File: config.mk
export PLATFORM = sky130hd
export DESIGN_NAME = fpu_fmul_wb
export DESIGN_NICKNAME = d
export VERILOG_FILES = /design/src/rtl/fpu_fmul_wb.sv
export SDC_FILE = /design/constraint.sdc
export NUM_CORES = 1
export LEC_CHECK = 0
export CORE_ASPECT_RATIO = 1.75
export CORE_UTILIZATION = 57
export DETAILED_ROUTE_END_ITERATION = 7
export PLACE_DENSITY = 0.85
export SYNTH_ARGS = -nofsm -noshare
export SYNTH_HDL_FRONTEND = slang
export SYNTH_SLANG_ARGS = --single-unit
File: constraint.sdc
create_clock -name clk -period 9 [get_ports clk]
set_input_delay 2.25 -clock clk [delete_from_list [all_inputs] [get_ports clk]]
set_output_delay 2.25 -clock clk [all_outputs]
set_load 0.03 [all_outputs]
File: src/rtl/fpu_fmul_wb.sv
// fpu_fmul_wb: post-multiply fix-up and writeback buffer for the double-precision FMUL path.
// The S1 register holds one accepted product and its operands. S1 patches the IEEE special
// cases the datapath ignores: NaN, infinity, zero/denormal operands and the underflow sign.
// It then pushes the result and flags {invalid, overflow, underflow, zero} into a 2-entry FIFO
// that feeds the FPR writeback port.

module fpu_fmul_wb (
  input  logic        clk,
  input  logic        resetn,
  input  logic        flush,
  input  logic        in_valid,
  output logic        in_ready,
  input  logic [63:0] in_srca,
  input  logic [63:0] in_srcb,
  input  logic [63:0] in_prod,
  input  logic [3:0]  in_rn,
  output logic        out_valid,
  input  logic        out_ready,
  output logic [63:0] out_data,
  output logic [3:0]  out_rn,
  output logic [3:0]  out_flags
);

  logic        s1Valid_q, s1Valid_d;
  logic [1:0]  count_q, count_d;
  logic        rdPtr_q, rdPtr_d;
  logic        wrPtr_q, wrPtr_d;

  logic [63:0] srcA_q, srcB_q, prod_q;
  logic [3:0]  rn_q;
  logic        aNan_q, aInf_q, aZero_q;
  logic        bNan_q, bInf_q, bZero_q;

  logic [63:0] fifoData_q  [2];
  logic [3:0]  fifoRn_q    [2];
  logic [3:0]  fifoFlags_q [2];

  logic        accept, s1Adv, pop;
  logic        resSign;
  logic [63:0] fixData;
  logic [3:0]  fixFlags;

  // Handshake and next-state for S1 occupancy, FIFO pointers and count; in_ready never looks at out_ready
  always_comb begin
    in_ready  = !s1Valid_q | (count_q < 2'd2);
    accept    = in_valid & in_ready;
    s1Adv     = s1Valid_q & (count_q < 2'd2);
    pop       = out_valid & out_ready;
    s1Valid_d = s1Valid_q;
    if (accept)
      s1Valid_d = 1'b1;
    else if (s1Adv)
      s1Valid_d = 1'b0;
    count_d = count_q + {1'b0, s1Adv} - {1'b0, pop};
    wrPtr_d = s1Adv ? ~wrPtr_q : wrPtr_q;
    rdPtr_d = pop ? ~rdPtr_q : rdPtr_q;
  end

  // Control state: reset beats flush, and both discard any same-cycle accept or pop
  always_ff @(posedge clk) begin
    if (!resetn || flush) begin
      s1Valid_q <= 1'b0;
      count_q   <= 2'd0;
      rdPtr_q   <= 1'b0;
      wrPtr_q   <= 1'b0;
    end else begin
      s1Valid_q <= s1Valid_d;
      count_q   <= count_d;
      rdPtr_q   <= rdPtr_d;
      wrPtr_q   <= wrPtr_d;
    end
  end

  // S1 capture: operands, raw product, destination and per-operand class (denormals count as zero)
  always_ff @(posedge clk) begin
    if (!resetn) begin
      srcA_q  <= 64'd0;
      srcB_q  <= 64'd0;
      prod_q  <= 64'd0;
      rn_q    <= 4'd0;
      aNan_q  <= 1'b0;
      aInf_q  <= 1'b0;
      aZero_q <= 1'b0;
      bNan_q  <= 1'b0;
      bInf_q  <= 1'b0;
      bZero_q <= 1'b0;
    end else if (accept && !flush) begin
      srcA_q  <= in_srca;
      srcB_q  <= in_srcb;
      prod_q  <= in_prod;
      rn_q    <= in_rn;
      aNan_q  <= (in_srca[62:52] == 11'h7FF) && (in_srca[51:0] != 52'd0);
      aInf_q  <= (in_srca[62:52] == 11'h7FF) && (in_srca[51:0] == 52'd0);
      aZero_q <= (in_srca[62:52] == 11'h000);
      bNan_q  <= (in_srcb[62:52] == 11'h7FF) && (in_srcb[51:0] != 52'd0);
      bInf_q  <= (in_srcb[62:52] == 11'h7FF) && (in_srcb[51:0] == 52'd0);
      bZero_q <= (in_srcb[62:52] == 11'h000);
    end
  end

  // Special-case fix-up on the S1 contents, first matching rule wins
  always_comb begin
    resSign  = srcA_q[63] ^ srcB_q[63];
    fixData  = prod_q;
    fixFlags = 4'b0000;
    if (aNan_q) begin
      fixData = srcA_q | 64'h0008_0000_0000_0000;
    end else if (bNan_q) begin
      fixData = srcB_q | 64'h0008_0000_0000_0000;
    end else if ((aInf_q && bZero_q) || (aZero_q && bInf_q)) begin
      fixData  = 64'h7FF8_0000_0000_0000;
      fixFlags = 4'b1000;
    end else if (aInf_q || bInf_q) begin
      fixData = {resSign, 11'h7FF, 52'd0};
    end else if (aZero_q || bZero_q) begin
      fixData  = {resSign, 63'd0};
      fixFlags = 4'b0001;
    end else if (prod_q[62:52] == 11'h7FF) begin
      fixData  = {resSign, 11'h7FF, 52'd0};
      fixFlags = 4'b0100;
    end else if (prod_q[62:0] == 63'd0) begin
      fixData  = {resSign, 63'd0};
      fixFlags = 4'b0011;
    end
  end

  // FIFO storage: written at wrPtr when S1 advances; cleared on reset so outputs read zero
  always_ff @(posedge clk) begin
    if (!resetn) begin
      for (int i = 0; i < 2; i++) begin
        fifoData_q[i]  <= 64'd0;
        fifoRn_q[i]    <= 4'd0;
        fifoFlags_q[i] <= 4'd0;
      end
    end else if (s1Adv && !flush) begin
      fifoData_q[wrPtr_q]  <= fixData;
      fifoRn_q[wrPtr_q]    <= rn_q;
      fifoFlags_q[wrPtr_q] <= fixFlags;
    end
  end

  assign out_valid = (count_q != 2'd0);
  assign out_data  = fifoData_q[rdPtr_q];
  assign out_rn    = fifoRn_q[rdPtr_q];
  assign out_flags = fifoFlags_q[rdPtr_q];

endmodule

==> results of run 1 <==
[power breakdown]
group / switching [mW] / internal [mW] / total [mW]
Combinational: 0.181 / 0.160 / 0.340
Clock: 0.587 / 0.852 / 1.44
Sequential: 0.0408 / 1.71 / 1.75
[metal layers]
layer | part of all wire | global-route usage
met2 | 0.51 | 0.586
met1 | 0.35 | 0.366
met4 | 0.067 | 0.219
met3 | 0.072 | 0.0350
met5 | 0.00026 | 0
[critical path, delay by kind of cell, from the launching register on]
kind / cells / cell delay (ns)
multiplexers: 1 / 0.47
flip-flops: 1 / 1.06
buffers and inverters: 1 / 0.61
[logic make-up (layout without fill, tap and decap cells)]
kind of cell               count (synthesis)  in the layout  share of synthesized area
other                                      0              1                          0
and+or+nand+nor                          684            684                      0.187
xor gates and xnor gates                   5              5                    0.00283
DFF                                      350            350                      0.546
muxes                                     72             72                     0.0524
adders and majority gates                  2              2                    0.00162
AOI/OAI and AO/OA                        383            383                      0.174
buffers and inverters                    145            357                     0.0360
[registers in the layout, summed over array words and instances, names as in the netlist, 2 cells and up, named ones only]
register / flops
fifoData_q: 128
count_q: 2
srcA_q: 63
srcB_q: 63
prod_q: 64
fifoRn_q: 8
rn_q: 4
fifoFlags_q: 8
[cells in the mapped netlist]
library cell	n
and3_1	2
nand3_1	7
or4_4	1
a22o_1	2
nor2b_1	5
mux2_2	72
nor3b_1	9
buf_1	12
xor2_1	2
or2_2	1
a31oi_1	12
inv_1	14
and2_1	13
nand3_2	1
nand2b_1	2
o21ai_0	2
ha_1	2
o22ai_1	98
a21boi_0	196
a22oi_1	53
dfxtp_1	206
a21oi_1	17
edfxtp_1	144
o41ai_1	2
nor3_1	11
a211o_1	1
nand2_1	521
or4_1	2
nand3b_1	1
clkbuf_1	113
buf_2	5
nor2_1	36
buf_6	1
nor4_2	1
nand4_1	18
nor4_1	48
and3b_1	1
xnor2_1	3
and4_4	1
or3_1	3
[area by class of cell]
cell class / count / share of cell area
diodes: 1 / 0.000129
well taps: 324 / 0.0209
repair buffers: 285 / 0.146
multi-input cells: 1146 / 0.337
inverters: 14 / 0.00271
clock buffers: 40 / 0.0449
flip-flops and latches: 350 / 0.436
clock inverters: 18 / 0.0124
[final timing paths]
kind | startpoint | depth (start not counted) | end
worst min-delay path | srcB_q[56] | 2 | srcB_q[56]
worst max-delay path | register | 2 | out_data[38]
worst min register to register | srcB_q[56] | 2 | srcB_q[56]
worst max register to register | prod_q[10] | 5 | fifoData_q[1][17]
==> PnR_summary.wiki, run 1 <==
{| class="wikitable"
! Metric !! Value
|-
| Power Dens Cells || approximately 180 nW/µm²
|-
| Global-route wire length before repair || 69800 µm
|-
| Crit path setup slack, layout || 3.97 ns
|-
| Chip width || 127 µm
|-
| Root buf cell || clkbuf_16
|-
| Post-layout net count || 2031
|-
| Hold slack final || 0.466 ns
|-
| Final routed wire length divided by cell count || 21.2 µm
|-
| Core area || 26700 µm²
|-
| # hold bufs at CTS || 0
|-
| Relative area change from synthesis to final layout || 25.2%
|-
| Sequential share of the synthesized area || 0.546
|-
| Startpoint-to-endpoint class of the critical path || reg2out
|-
| Leakage component of the power || 6.50 nW
|-
| Max Buffers Root-to-Sink || 3
|-
| Combined area of all synthesized cells || 15500 µm²
|-
| Run status || finished clean
|-
| Critical Path Max Stage Delay || 1.06 ns
|-
| Most area-consuming cells after synthesis || edfxtp_1 28%, dfxtp_1 27%, nand2_1 13%, a21boi_0 9.5%, mux2_2 5.2%
|-
| Global-route total usage across every layer || 0.327
|-
| Residual antenna-violating net count after detailed routing || 0
|-
| Total gr overflow || 0
|-
| Final hold vios || 0
|-
| TritonCTS sink count || 350
|-
| Maximum ir drop on the vdd rail || about 150 µV
|-
| Post-Place Cell Area || about 18000 µm²
|-
| Count of final setup violators || 0
|-
| Final-layout fill cell count || around 1900
|-
| Total of buffers placed on input and output ports || about 270
|-
| DIE AREA || 27900 µm²
|-
| Seq. cell area || 8450 µm²
|-
| DRT iter0 DRCs || 1252
|-
| Top fanout value on the critical path || 72
|-
| Number of vias per cell || approximately 6.2
|-
| Portion of synthesized cell area occupied by the leading cell type || 0.279
|-
| Total length of routed wires || 46200 µm
|-
| RSZ-0062 raised after global routing || false
|-
| Final Max Slew Viols || 0
|-
| Register-to-register setup slack || roughly 5.6 ns
|-
| Critical path endpoint category || primary output
|-
| Total Power Consumption || 3.53 mW
|-
| Worst Hold Class || reg2reg
|-
| WP data required || 6.75 ns
|-
| Setup Slack @ Placement || 3.81 ns
|-
| Crit path max-delay cell type || dfxtp_4
|-
| Number of synthesized register bits || 350
|-
| H-tree depth reported by CTS || 1
|-
| Final GP Congestion || 0.879
|-
| Number of antenna violations at the first check in global routing || 2
|-
| Clock-pin transition on the worst setup and hold timing paths || 0.07 ns
|-
| WP data arrival || 2.78 ns
|-
| Placed wire-length estimate after detailed placement || slightly above 30000 µm
|-
| Post-synthesis cell count || 1641
|-
| Final cycle utilization of the critical path || 0.559
|-
| Clk Latency, worst-skew pair || 0.58 ns
|-
| 1st-pass router iterations || 6
|-
| Cell variety after synth || 40
|-
| Post-layout instance count excluding filler cells || 2178
|-
| F_max || between 0.15 and 0.2 GHz
|-
| Area of the multi-input gates || 6520 µm²
|-
| Final period demand of the worst path || 5.03 ns
|-
| Starting density of the core || 0.580
|-
| Setup total negative slack || 0 ns
|-
| Most used cells in the layout excluding fill and tap cells || 519 x nand2_1, 273 x clkdlybuf4s50_1, 204 x dfxtp_1
|-
| Layout cell share with drive strength beyond 1 || 0.0799
|-
| Least-Margin Pin Slew || around 1.2 ns
|-
| Worst-path cell chain || mux2_2 -> clkdlybuf4s50_1
|-
| Maximum number of pins on one net before global-route repair || 205
|-
| Most area-hungry cell type in the Yosys netlist || edfxtp_1
|-
| Core utilization of the finished layout || 0.726
|-
| Leading cell type in the layout, fill and taps excluded || nand2_1
|-
| Die span in y || 220 µm
|-
| Final instance area || 19400 µm²
|-
| I/O pin count || 275
|-
| Post-CTS setup-driven buffer insertion count || 0
|-
| Normalized max-slew margin || 0.208
|-
| Total via count in the routed design || 13500
|-
| Residual DRC || 0
|-
| Vias in the first global route || 13300
|-
| Number of max-cap violations || 0
|-
| Std-Cell Rows || 79
|-
| Number of placed instances with taps included || around 2100
|-
| Count of instances resized after the clock tree is built || 0
|-
| Average cell area after synthesis || 9.43 µm²
|-
| Clock buffer count from CTS || 31
|-
| Final clock skew || 0.0300 ns
|-
| Synthesis Warnings || 0
|-
| Synthesized net count || 1844
|-
| TritonCTS clock tree || built
|-
| Critical Path Source Type || register
|}
Power figures use the tool's default switching activity.
==> run 2: changes to the inputs <==
CORE_UTILIZATION = 48   (was 57)
PLACE_DENSITY = 0.77   (was 0.85)
clock period = 4.4 ns   (was 9 ns; I/O delays follow)
==> PnR_summary.wiki, run 2 (synthesis gave the netlist of run 1 again) <==
{| class="wikitable"
! Metric !! Value
|-
| Run status || finished clean (unchanged)
|-
| Final GP Congestion || 0.891 (was 0.879)
|-
| Core area || 31600 µm² (was 26700 µm²)
|-
| WP data arrival || 2.65 ns (was 2.78 ns)
|-
| Clock-pin transition on the worst setup and hold timing paths || 0.06 ns (was 0.07 ns)
|-
| Layout cell share with drive strength beyond 1 || 0.0894 (was 0.0799)
|-
| Flip-flop count of the largest register, all copies and words added || 128 (unchanged)
|-
| Setup total negative slack || 0 ns (unchanged)
|-
| Seq. cell area || 8450 µm² (unchanged)
|-
| Final period demand of the worst path || 3.75 ns
|-
| Clk Latency, worst-skew pair || 0.53 ns (was 0.58 ns)
|-
| Final cycle utilization of the critical path || 0.853
|-
| Worst Hold Class || reg2reg (unchanged)
|-
| Relative area change from synthesis to final layout || 27.4% (was 25.2%)
|-
| Critical Path Source Type || register (unchanged)
|-
| Final Max Slew Viols || 0 (unchanged)
|-
| Leading cell type in the layout, fill and taps excluded || nand2_1 (unchanged)
|-
| Chip width || 138 µm (was 127 µm)
|-
| Top fanout value on the critical path || 29 (was 72)
|-
| Count of final setup violators || 0 (unchanged)
|-
| Maximum number of pins on one net before global-route repair || 129 (was 205)
|-
| Vias in the first global route || 12800 (was 13300)
|-
| Final clock skew || 0.0237 ns (was 0.0300 ns)
|-
| Startpoint of the worst register-to-register path || prod_q[13] (was prod_q[10])
|-
| Total gr overflow || 0 (unchanged)
|-
| Residual DRC || 0 (unchanged)
|-
| 1st-pass router iterations || 8 (was 6)
|-
| Register-to-register setup slack || 1.15 ns (was 5.58 ns)
|-
| Critical R2R Capture || fifoData_q[1][15] (was fifoData_q[1][17])
|-
| # hold bufs at CTS || 0 (unchanged)
|-
| RSZ-0062 raised after global routing || false (unchanged)
|-
| DRT iter0 DRCs || 1146 (was 1252)
|-
| Placed wire-length estimate after detailed placement || 32500 µm (was 30200 µm)
|-
| Least-Margin Pin Slew || 0.998 ns (was 1.19 ns)
|-
| Final routed wire length divided by cell count || 20.9 µm (was 21.2 µm)
|-
| Critical path endpoint category || primary output (unchanged)
|-
| Global-route wire length before repair || 69900 µm (was 69800 µm)
|-
| Final-layout fill cell count || 2613 (was 1879)
|-
| Setup Slack @ Placement || 0.914 ns (was 3.81 ns)
|-
| TritonCTS clock tree || built (unchanged)
|-
| Total Power Consumption || 7.35 mW (was 3.53 mW)
|-
| Crit path to || out_data[0] (was out_data[38])
|-
| F_max || 0.267 GHz
|-
| H-tree depth reported by CTS || 2 (was 1)
|-
| WP data required || 3.30 ns (was 6.75 ns)
|-
| Startpoint-to-endpoint class of the critical path || reg2out (unchanged)
|-
| Post-CTS setup-driven buffer insertion count || 0 (unchanged)
|-
| Most used cells in the layout excluding fill and tap cells || 519 x nand2_1, 273 x clkdlybuf4s50_1, 204 x dfxtp_1 (unchanged)
|-
| Largest regs || fifoData_q x128, prod_q x64 (unchanged)
|-
| Leakage component of the power || 6.63 nW (was 6.50 nW)
|-
| Area of the multi-input gates || 6520 µm² (unchanged)
|-
| DIE AREA || 33000 µm² (was 27900 µm²)
|-
| Std-Cell Rows || 86 (was 79)
|-
| Post-layout net count || 2046 (was 2031)
|-
| Number of antenna violations at the first check in global routing || 3 (was 2)
|-
| Number of max-cap violations || 0 (unchanged)
|-
| Total of buffers placed on input and output ports || 274 (unchanged)
|-
| I/O pin count || 275 (unchanged)
|-
| Max Buffers Root-to-Sink || 3 (unchanged)
|-
| Number of vias per cell || 5.84 (was 6.21)
|-
| Power Dens Cells || 373 nW/µm² (was 182 nW/µm²)
|-
| Normalized max-slew margin || 0.335 (was 0.208)
|-
| Total length of routed wires || 47400 µm (was 46200 µm)
|-
| TritonCTS sink count || 350 (unchanged)
|-
| Crit path setup slack, layout || 0.649 ns (was 3.97 ns)
|-
| Count of instances resized after the clock tree is built || 0 (unchanged)
|-
| Total via count in the routed design || 13200 (was 13500)
|-
| Maximum ir drop on the vdd rail || 306 µV (was 150 µV)
|-
| Worst R2R Path Depth || 6 (was 5)
|-
| Final hold vios || 0 (unchanged)
|-
| Most flop-heavy register || fifoData_q (unchanged)
|-
| Die span in y || 240 µm (was 220 µm)
|-
| Starting density of the core || 0.489 (was 0.580)
|-
| Root buf cell || clkbuf_16 (unchanged)
|-
| Residual antenna-violating net count after detailed routing || 0 (unchanged)
|-
| Global-route total usage across every layer || 0.285 (was 0.327)
|-
| Clock buffer count from CTS || 34 (was 31)
|}
==> run 2: cell count changes in the layout (fill, tap and decap cells not counted), sizes merged <==
cell | previous run | this run
buf | 12 | 24
bufinv | 6 | 2
clkbuf | 40 | 46
diode | 1 | 2
inv | 15 | 16
==> run 2: worst min path at each step <==
stage               startpoint    endpoint  depth (start not counted)
floorplan           prod_q[63]  prod_q[63]                          2
global placement    srcA_q[59]  srcA_q[59]                          2
detailed placement  prod_q[63]  prod_q[63]                          2
CTS                 prod_q[63]  prod_q[63]                          2
global route        srcB_q[59]  srcB_q[59]                          2
finish              srcA_q[60]  srcA_q[60]                          2
==> run 2: power by group <==
| part | internal, mW | switching, mW |
|---|---|---|
| registers | 3.50 | 0.0793 |
| clock network | 1.78 | 1.27 |
| logic | 0.338 | 0.376 |
| total | 5.63 | 1.72 |
==> run 2: through the flow <==
step | util | hold WS, ns | instances | instance area (µm²)
2_1_floorplan | - | 0.443 | 1641 | 15500
3_3_place_gp | 0.586 | 0.451 | 2203 | 18500
3_5_place_dp | 0.586 | 0.459 | 2203 | 18500
4_1_cts | 0.623 | 0.467 | 2264 | 19700
5_1_grt | 0.623 | 0.490 | 2266 | 19700
6_report | 0.623 | 0.464 | 2266 | 19700
==> run 2: cell type report <==
class,instances,area share
flip-flops and latches,350,0.429
repair buffers,297,0.153
well taps,396,0.0251
multi-input cells,1146,0.331
inverters,14,0.00266
diodes,2,0.000254
clock buffers,46,0.0523
clock inverters,15,0.00749
==> run 2: routing by layer <==
layer | up-vias | part of all wire | GRT usage
met1 | 6303 | 0.35 | 0.316
li1 | 6198 | - | -
met3 | 147 | 0.062 | 0.0322
met5 | - | 0.00019 | 0
met4 | 2 | 0.064 | 0.181
met2 | 593 | 0.52 | 0.507
==> run 2: critical path: stages (launching register included) <==
cell             delay (ns)
dfxtp_4                0.63
buf_4                  0.43
mux2_2                 0.43
clkdlybuf4s50_1        0.61
==> run 3: changes to the inputs <==
--- a/config.mk
+++ b/config.mk
@@ -14 +14,2 @@
 export SYNTH_SLANG_ARGS = --single-unit
+export TNS_END_PERCENT = 30
==> constraint.sdc (replaced) <==
create_clock -name clk -period 4.4 [get_ports clk]
set_input_delay 1.32 -clock clk [delete_from_list [all_inputs] [get_ports clk]]
set_output_delay 1.32 -clock clk [all_outputs]
set_load 0.03 [all_outputs]
==> PnR_summary.wiki, run 3 (synthesis gave the netlist of run 1 again) <==
{| class="wikitable"
! Metric !! Value
|-
| Total via count in the routed design || 13300 (was 13200)
|-
| Total Power Consumption || 7.08 mW (was 7.35 mW)
|-
| Flip-flop count of the largest register, all copies and words added || 128 (unchanged)
|-
| Startpoint of the worst register-to-register path || prod_q[34] (was prod_q[13])
|-
| Clk Latency, worst-skew pair || 0.57 ns (was 0.53 ns)
|-
| Number of antenna violations at the first check in global routing || 2 (was 3)
|-
| RSZ-0062 raised after global routing || false (unchanged)
|-
| Setup Slack @ Placement || 0.824 ns (was 0.914 ns)
|-
| Maximum ir drop on the vdd rail || 294 µV (was 306 µV)
|-
| Residual DRC || 0 (unchanged)
|-
| 1st-pass router iterations || 7 (was 8)
|-
| TritonCTS clock tree || built (unchanged)
|-
| Layout cell share with drive strength beyond 1 || 0.0913 (was 0.0894)
|-
| Number of max-cap violations || 0 (unchanged)
|-
| I/O pin count || 275 (unchanged)
|-
| F_max || 0.258 GHz (was 0.267 GHz)
|-
| Normalized max-slew margin || 0.335 (about the same)
|-
| WP data arrival || 2.56 ns (was 2.65 ns)
|-
| Leading cell type in the layout, fill and taps excluded || nand2_1 (unchanged)
|-
| Startpoint of the tightest hold check path || srcA_q[57] (was srcA_q[60])
|-
| Final clock skew || 0.00985 ns (was 0.0237 ns)
|-
| Cell internal pwr || 5.41 mW (was 5.63 mW)
|-
| Part of the total power dissipated in combinational logic || 0.102 (was 0.097)
|-
| Post-layout net count || 2051 (was 2046)
|-
| Clock group share of total power || 0.392 (was 0.415)
|-
| Relative area change from synthesis to final layout || 27.2% (was 27.4%)
|-
| Register-to-register setup slack || 1.02 ns (was 1.15 ns)
|-
| Startpoint-to-endpoint class of the critical path || reg2out (unchanged)
|-
| Leakage component of the power || 6.61 nW (was 6.63 nW)
|-
| Switch share || 0.236 (was 0.234)
|-
| Vias in the first global route || 13000 (was 12800)
|-
| Sequential group share of total power || 0.506 (was 0.488)
|-
| Final Max Slew Viols || 0 (unchanged)
|-
| Global-route total usage across every layer || 0.291 (was 0.285)
|-
| Net Sw Power || 1.67 mW (was 1.72 mW)
|-
| H-tree depth reported by CTS || 1 (was 2)
|-
| Maximum number of pins on one net before global-route repair || 105 (was 129)
|-
| Total length of routed wires || 47900 µm (was 47400 µm)
|-
| Clock buffer count from CTS || 31 (was 34)
|-
| # hold bufs at CTS || 0 (unchanged)
|-
| Final GP Congestion || 0.912 (was 0.891)
|-
| Std-Cell Rows || 86 (unchanged)
|-
| Core area || 31600 µm² (unchanged)
|-
| DIE AREA || 33000 µm² (unchanged)
|-
| Run status || finished clean (unchanged)
|-
| TritonCTS sink count || 350 (unchanged)
|-
| Placed wire-length estimate after detailed placement || 32900 µm (was 32500 µm)
|-
| Worst R2R Path Depth || 6 (unchanged)
|-
| Most used cells in the layout excluding fill and tap cells || 519 x nand2_1, 273 x clkdlybuf4s50_1, 204 x dfxtp_1 (unchanged)
|-
| Critical R2R Capture || fifoData_q[1][9] (was fifoData_q[1][15])
|-
| Final period demand of the worst path || 3.88 ns (was 3.75 ns)
|-
| Chip width || 138 µm (unchanged)
|-
| Critical path endpoint category || primary output (unchanged)
|-
| Least-Margin Pin Slew || 0.997 ns (was 0.998 ns)
|-
| Final hold vios || 0 (unchanged)
|-
| Total gr overflow || 0 (unchanged)
|-
| Hold path cells || 2 (unchanged)
|-
| Final routed wire length divided by cell count || 21.1 µm (was 20.9 µm)
|-
| Setup total negative slack || 0 ns (unchanged)
|-
| Count of final setup violators || 0 (unchanged)
|-
| Count of instances resized after the clock tree is built || 0 (unchanged)
|-
| WP data required || 3.08 ns (was 3.30 ns)
|-
| Starting density of the core || 0.489 (unchanged)
|-
| Worst hold path endpoint || srcA_q[57] (was srcA_q[60])
|-
| Power Dens Cells || 360 nW/µm² (was 373 nW/µm²)
|-
| Global-route wire length before repair || 72300 µm (was 69900 µm)
|-
| Worst Hold Class || reg2reg (unchanged)
|-
| Top fanout value on the critical path || 51 (was 29)
|-
| Number of vias per cell || 5.87 (was 5.84)
|-
| DRT iter0 DRCs || 1024 (was 1146)
|-
| Critical Path Source Type || register (unchanged)
|-
| Max Buffers Root-to-Sink || 3 (unchanged)
|-
| Crit path setup slack, layout || 0.517 ns (was 0.649 ns)
|-
| Final cycle utilization of the critical path || 0.883 (was 0.853)
|-
| Root buf cell || clkbuf_16 (unchanged)
|-
| Largest regs || fifoData_q x128, prod_q x64 (unchanged)
|-
| Residual antenna-violating net count after detailed routing || 0 (unchanged)
|-
| Clock-pin transition on the worst setup and hold timing paths || 0.07 ns (was 0.06 ns)
|-
| Die span in y || 240 µm (unchanged)
|-
| Total of buffers placed on input and output ports || 274 (unchanged)
|-
| Post-CTS setup-driven buffer insertion count || 0 (unchanged)
|-
| Most flop-heavy register || fifoData_q (unchanged)
|}
## run 3: cell types whose count changed in the layout (fill, tap and decap cells not counted), sizes merged
cell / previous run / this run
buf: 24 / 32
clkbuf: 46 / 44
inv: 16 / 14
clkinv: 10 / 9
clkinvlp: 1 / 2
diode: 2 / 1
## run 3: per-stage QoR
step / util / cell area (µm²) / hold WS (ns) / cells
2_1_floorplan: - / 15500 / 0.443 / 1641
6_report: 0.622 / 19700 / 0.462 / 2269
4_1_cts: 0.622 / 19700 / 0.465 / 2268
3_5_place_dp: 0.589 / 18600 / 0.456 / 2211
5_1_grt: 0.622 / 19700 / 0.479 / 2269
3_3_place_gp: 0.589 / 18600 / 0.452 / 2211
## run 3: how the worst max path moves through the flow
| stage | endpoint | slack (ns) | depth (start not counted) |
|---|---|---|---|
| 2_1_floorplan | fifoData_q[0][0] | 0.27 | 5 |
| 3_3_place_gp | aInf_q | 0.80 | 6 |
| 3_5_place_dp | aNan_q | 0.82 | 6 |
| 4_1_cts | out_data[0] | 0.50 | 3 |
| 5_1_grt | out_data[0] | 0.46 | 3 |
| 6_report | out_data[0] | 0.52 | 3 |
## run 3: routing by layer
metal,routed length (µm),track usage,vias up,part of all wire
met5,13,0,-,0.00027
met4,2900,0.170,2,0.061
met3,2910,0.0267,146,0.061
met2,24900,0.522,639,0.52
met1,17200,0.330,6329,0.36
li1,-,-,6210,-
## run 3: power groups by stage
stage / clock network, mW / registers (mW) / logic, mW
floorplan: 0 / 3.63 / 0.327
global placement: 0 / 3.64 / 0.713
detailed placement: 0 / 3.65 / 0.720
CTS: 2.80 / 3.58 / 0.725
global route: 2.93 / 3.59 / 0.772
finish: 2.78 / 3.58 / 0.724
## run 3: cell type report
| cell class | count | area [µm²] |
|---|---|---|
| tap | 396 | 495 |
| inverter | 14 | 52.6 |
| fill | 2671 | 11900 |
| clock inverter | 13 | 124 |
| sequential | 350 | 8450 |
| antenna | 1 | 2.50 |
| clock buffer | 44 | 916 |
| timing repair buffer | 305 | 3120 |
| multi-input combinational | 1146 | 6520 |
## run 3: worst max-delay path, stage by stage (launching register included)
cell	delay, ns
dfxtp_4	0.55
buf_12	0.34
mux2_2	0.44
clkdlybuf4s50_1	0.62
==> edit: new RTL, settings of run 3 <==
Make the reset (`resetn`) asynchronous in 2 clocked blocks.
--- a/src/rtl/fpu_fmul_wb.sv
+++ b/src/rtl/fpu_fmul_wb.sv
@@ -72,7 +72,7 @@
   end
 
   // S1 capture: operands, raw product, destination and per-operand class (denormals count as zero)
-  always_ff @(posedge clk) begin
+  always_ff @(posedge clk or negedge resetn) begin
     if (!resetn) begin
       srcA_q  <= 64'd0;
       srcB_q  <= 64'd0;
@@ -125,7 +125,7 @@
   end
 
   // FIFO storage: written at wrPtr when S1 advances; cleared on reset so outputs read zero
-  always_ff @(posedge clk) begin
+  always_ff @(posedge clk or negedge resetn) begin
     if (!resetn) begin
       for (int i = 0; i < 2; i++) begin
         fifoData_q[i]  <= 64'd0;
Formal check against the unedited RTL: differs if resetn is asserted again (counterexample within 4 cycles, from zero or initial values and one cycle with resetn low); with resetn held inactive, the same outputs for 4 cycles.
==> edit against run 3 <==
Global-route usage down 0.056 points. Worst setup slack worse by 170 ps. Final area down 0.37%. Routed wire length shrank 2.5%. Die area about the same. Count of clock-buffer cells in the layout increased by 4. Critical path depth unchanged. Sequential cell count is 1 lower. Via count increased by 0.56%. Area after synthesis barely moved. Clock skew increased by 1.8 ps. First-iteration DRC count fell by 14%. Critical endpoint is now out_data[35]. Largest cell class unchanged.
Power is not compared: it rests on default switching activity, and its combinational part moved more than twofold at a synthesized area within 25%.
==> edit: results (changes against run 3) <==
* Outcome: completed
* Met2 routed WL at 24.0 mm (-3.5%)
* Clock transition time at the flip-flop clock pins of the worst setup and hold paths at 60 ps
* Clock-net power at 2.81 mW
* Clk Latency, worst-skew pair at 570 ps (about the same)
* Logic power comb at 1.77 mW
* First-pass DRT Iterations at 5 (-2)
* Cell Pwr Density at 433 mW/mm2
* Layout cell share with drive strength beyond 1 at 4.60% (-4.5 points)
* Vias after detailed routing at 13.4k (+0.56%)
* Worst clock skew on the final layout at 11.7 ps (+1.84 ps)
* Met2 GRT Util at 50.6% (-1.6 points)
* Post-synthesis cell type count at 39 (-2.5%)
* Global-route wire length before repair at 72.6 mm (+0.36%)
* Post-synthesis xor/xnor area fraction at 0.283% (about the same)
* Post-Syn Nets at 1939 (+5.2%)
* Largest registers ranked by flip-flop count: fifoData_q: 128 flops, prod_q: 64 flops
* Initial antenna violation count at 3 (+1)
* Met3 Usage GRT at 2.94% (+0.28 points)
* Maximum number of pins on one net before global-route repair at 95 (-9.5%)
* Tot GR Track Use at 29.1% (-0.056 points)
* Arithmetic-cell share of the synthesized area counting full adders, half adders and majority gates at 0.162% (about the same)
* Share of cell area taken by muxes after synthesis at 5.38% (+0.15 points)
* Number of instances in the synthesized netlist at 1736 (+5.8%)
* Wire length after detailed routing at 46.7 mm (-2.5%)
* # fillers at 2682 (+0.41%)
* Highest metal layer with signal wires: met4
* Share of flip-flops with an asynchronous set or reset at 98.6% (+99 points)
* Reg-to-reg setup timing slack at 1440 ps (+420 ps)
* Met1 Track Usage GR at 34.5% (+1.4 points)
* Sequential cell area fraction in the yosys report at 56.3% (+1.7 points)
* Placement-stage cell area at 0.0186 mm2 (-0.44%)
* DP HPWL at 32.9 mm (about the same)
* Switching part of the total power at 29.1%
* WL met1 at 17.2 mm (+0.38%)
* Amount of wire on met3 after detailed routing at 2.72 mm (-6.7%)
* Critical path fanouts, max at 39 (-24%)
* Longest Clk Path Bufs at 3 (unchanged)
* Number of placed instances, taps included at 2316 (+4.7%)
* Layout Nets at 2156 (+5.1%)
* Count of yosys warnings during synthesis at 0 (unchanged)
* Root cell of the clock tree: sky130_fd_sc_hd__clkbuf_16
* RePlAce Congestion at 0.904 (-0.78%)
* Complex-gate fraction of the synthesized area at 10.7% (-6.7 points)
* Leading post-synthesis cells by cell area: sky130_fd_sc_hd__dfrtp_1 (56%), sky130_fd_sc_hd__nand2_1 (18%), sky130_fd_sc_hd__o21ai_1 (5.2%)
* Via/cell ratio at 5.64 (-4.0%)
* Number of global-route vias before repair at 13.5k (+3.5%)
* Headroom to the max-slew limit at 40.4% (+6.9 points)
* Violation count after the first detailed-routing iteration at 885 (-14%)
* Worst IR Drop VDD at 0.349 mV
* Final total negative setup slack at 0 ps (unchanged)
* Resize count post-CTS at 0 (unchanged)
* Commonest cells post-synth: sky130_fd_sc_hd__nand2_1 (754), sky130_fd_sc_hd__dfrtp_1 (344), sky130_fd_sc_hd__o21ai_1 (162)
* CTS Buf Count at 31 (unchanged)
* Leak Pwr at 9.25 nW
* Arrival time worst endpoint at 2730 ps (+170 ps)
[edit: worst max-delay path: stages (launching register included)]
cell and delay [ps]:
sky130_fd_sc_hd__dfxtp_4 770, sky130_fd_sc_hd__buf_12 290, sky130_fd_sc_hd__mux2_1 370, sky130_fd_sc_hd__clkdlybuf4s50_1 630
[edit: cells by family after synthesis]
group                    after synthesis
AND/OR/NAND/NOR                      919
buffers and inverters                117
AO/OA/AOI/OAI                        270
adder cells (fa/ha/maj)                2
XOR/XNOR                               5
flip-flops                           349
multiplexers                          74
[edit: metrics by stage]
step           utilization (%)  worst slack (ps)  hold slack [ps]
2_1_floorplan                -              1650              437
3_3_place_gp              58.7               660              448
3_5_place_dp              58.7               625              453
4_1_cts                   62.0               318              469
5_1_grt                   62.0               273              493
6_report                  62.0               347              468
[edit: cell type report]
| class | instances | share of cell area (%) |
|---|---|---|
| Multi-Input combinational cell | 1270 | 32.1 |
| Inverter | 3 | 0.0574 |
| Timing Repair Buffer | 298 | 15.5 |
| Clock buffer | 48 | 4.64 |
| Sequential cell | 349 | 44.4 |
| Antenna cell | 3 | 0.0383 |
| Clock inverter | 10 | 0.676 |
| Tap cell | 396 | 2.53 |
[edit: final timing paths]
path	start	end	cells after the start
min in group asynchronous	resetn	srcA_q[21]$_DFFE_PN0P_	1
hold / removal	srcB_q[55]$_DFFE_PN0P_	srcB_q[55]$_DFFE_PN0P_	2
setup / recovery	rdPtr_q$_SDFFE_PP0P_	out_data[35]	3
hold reg to reg	srcB_q[55]$_DFFE_PN0P_	srcB_q[55]$_DFFE_PN0P_	2
setup reg to reg	prod_q[18]$_DFFE_PN0P_	fifoData_q[54]$_DFFE_PN0P_	7
max in group asynchronous	resetn	aNan_q$_DFFE_PN0P_	2
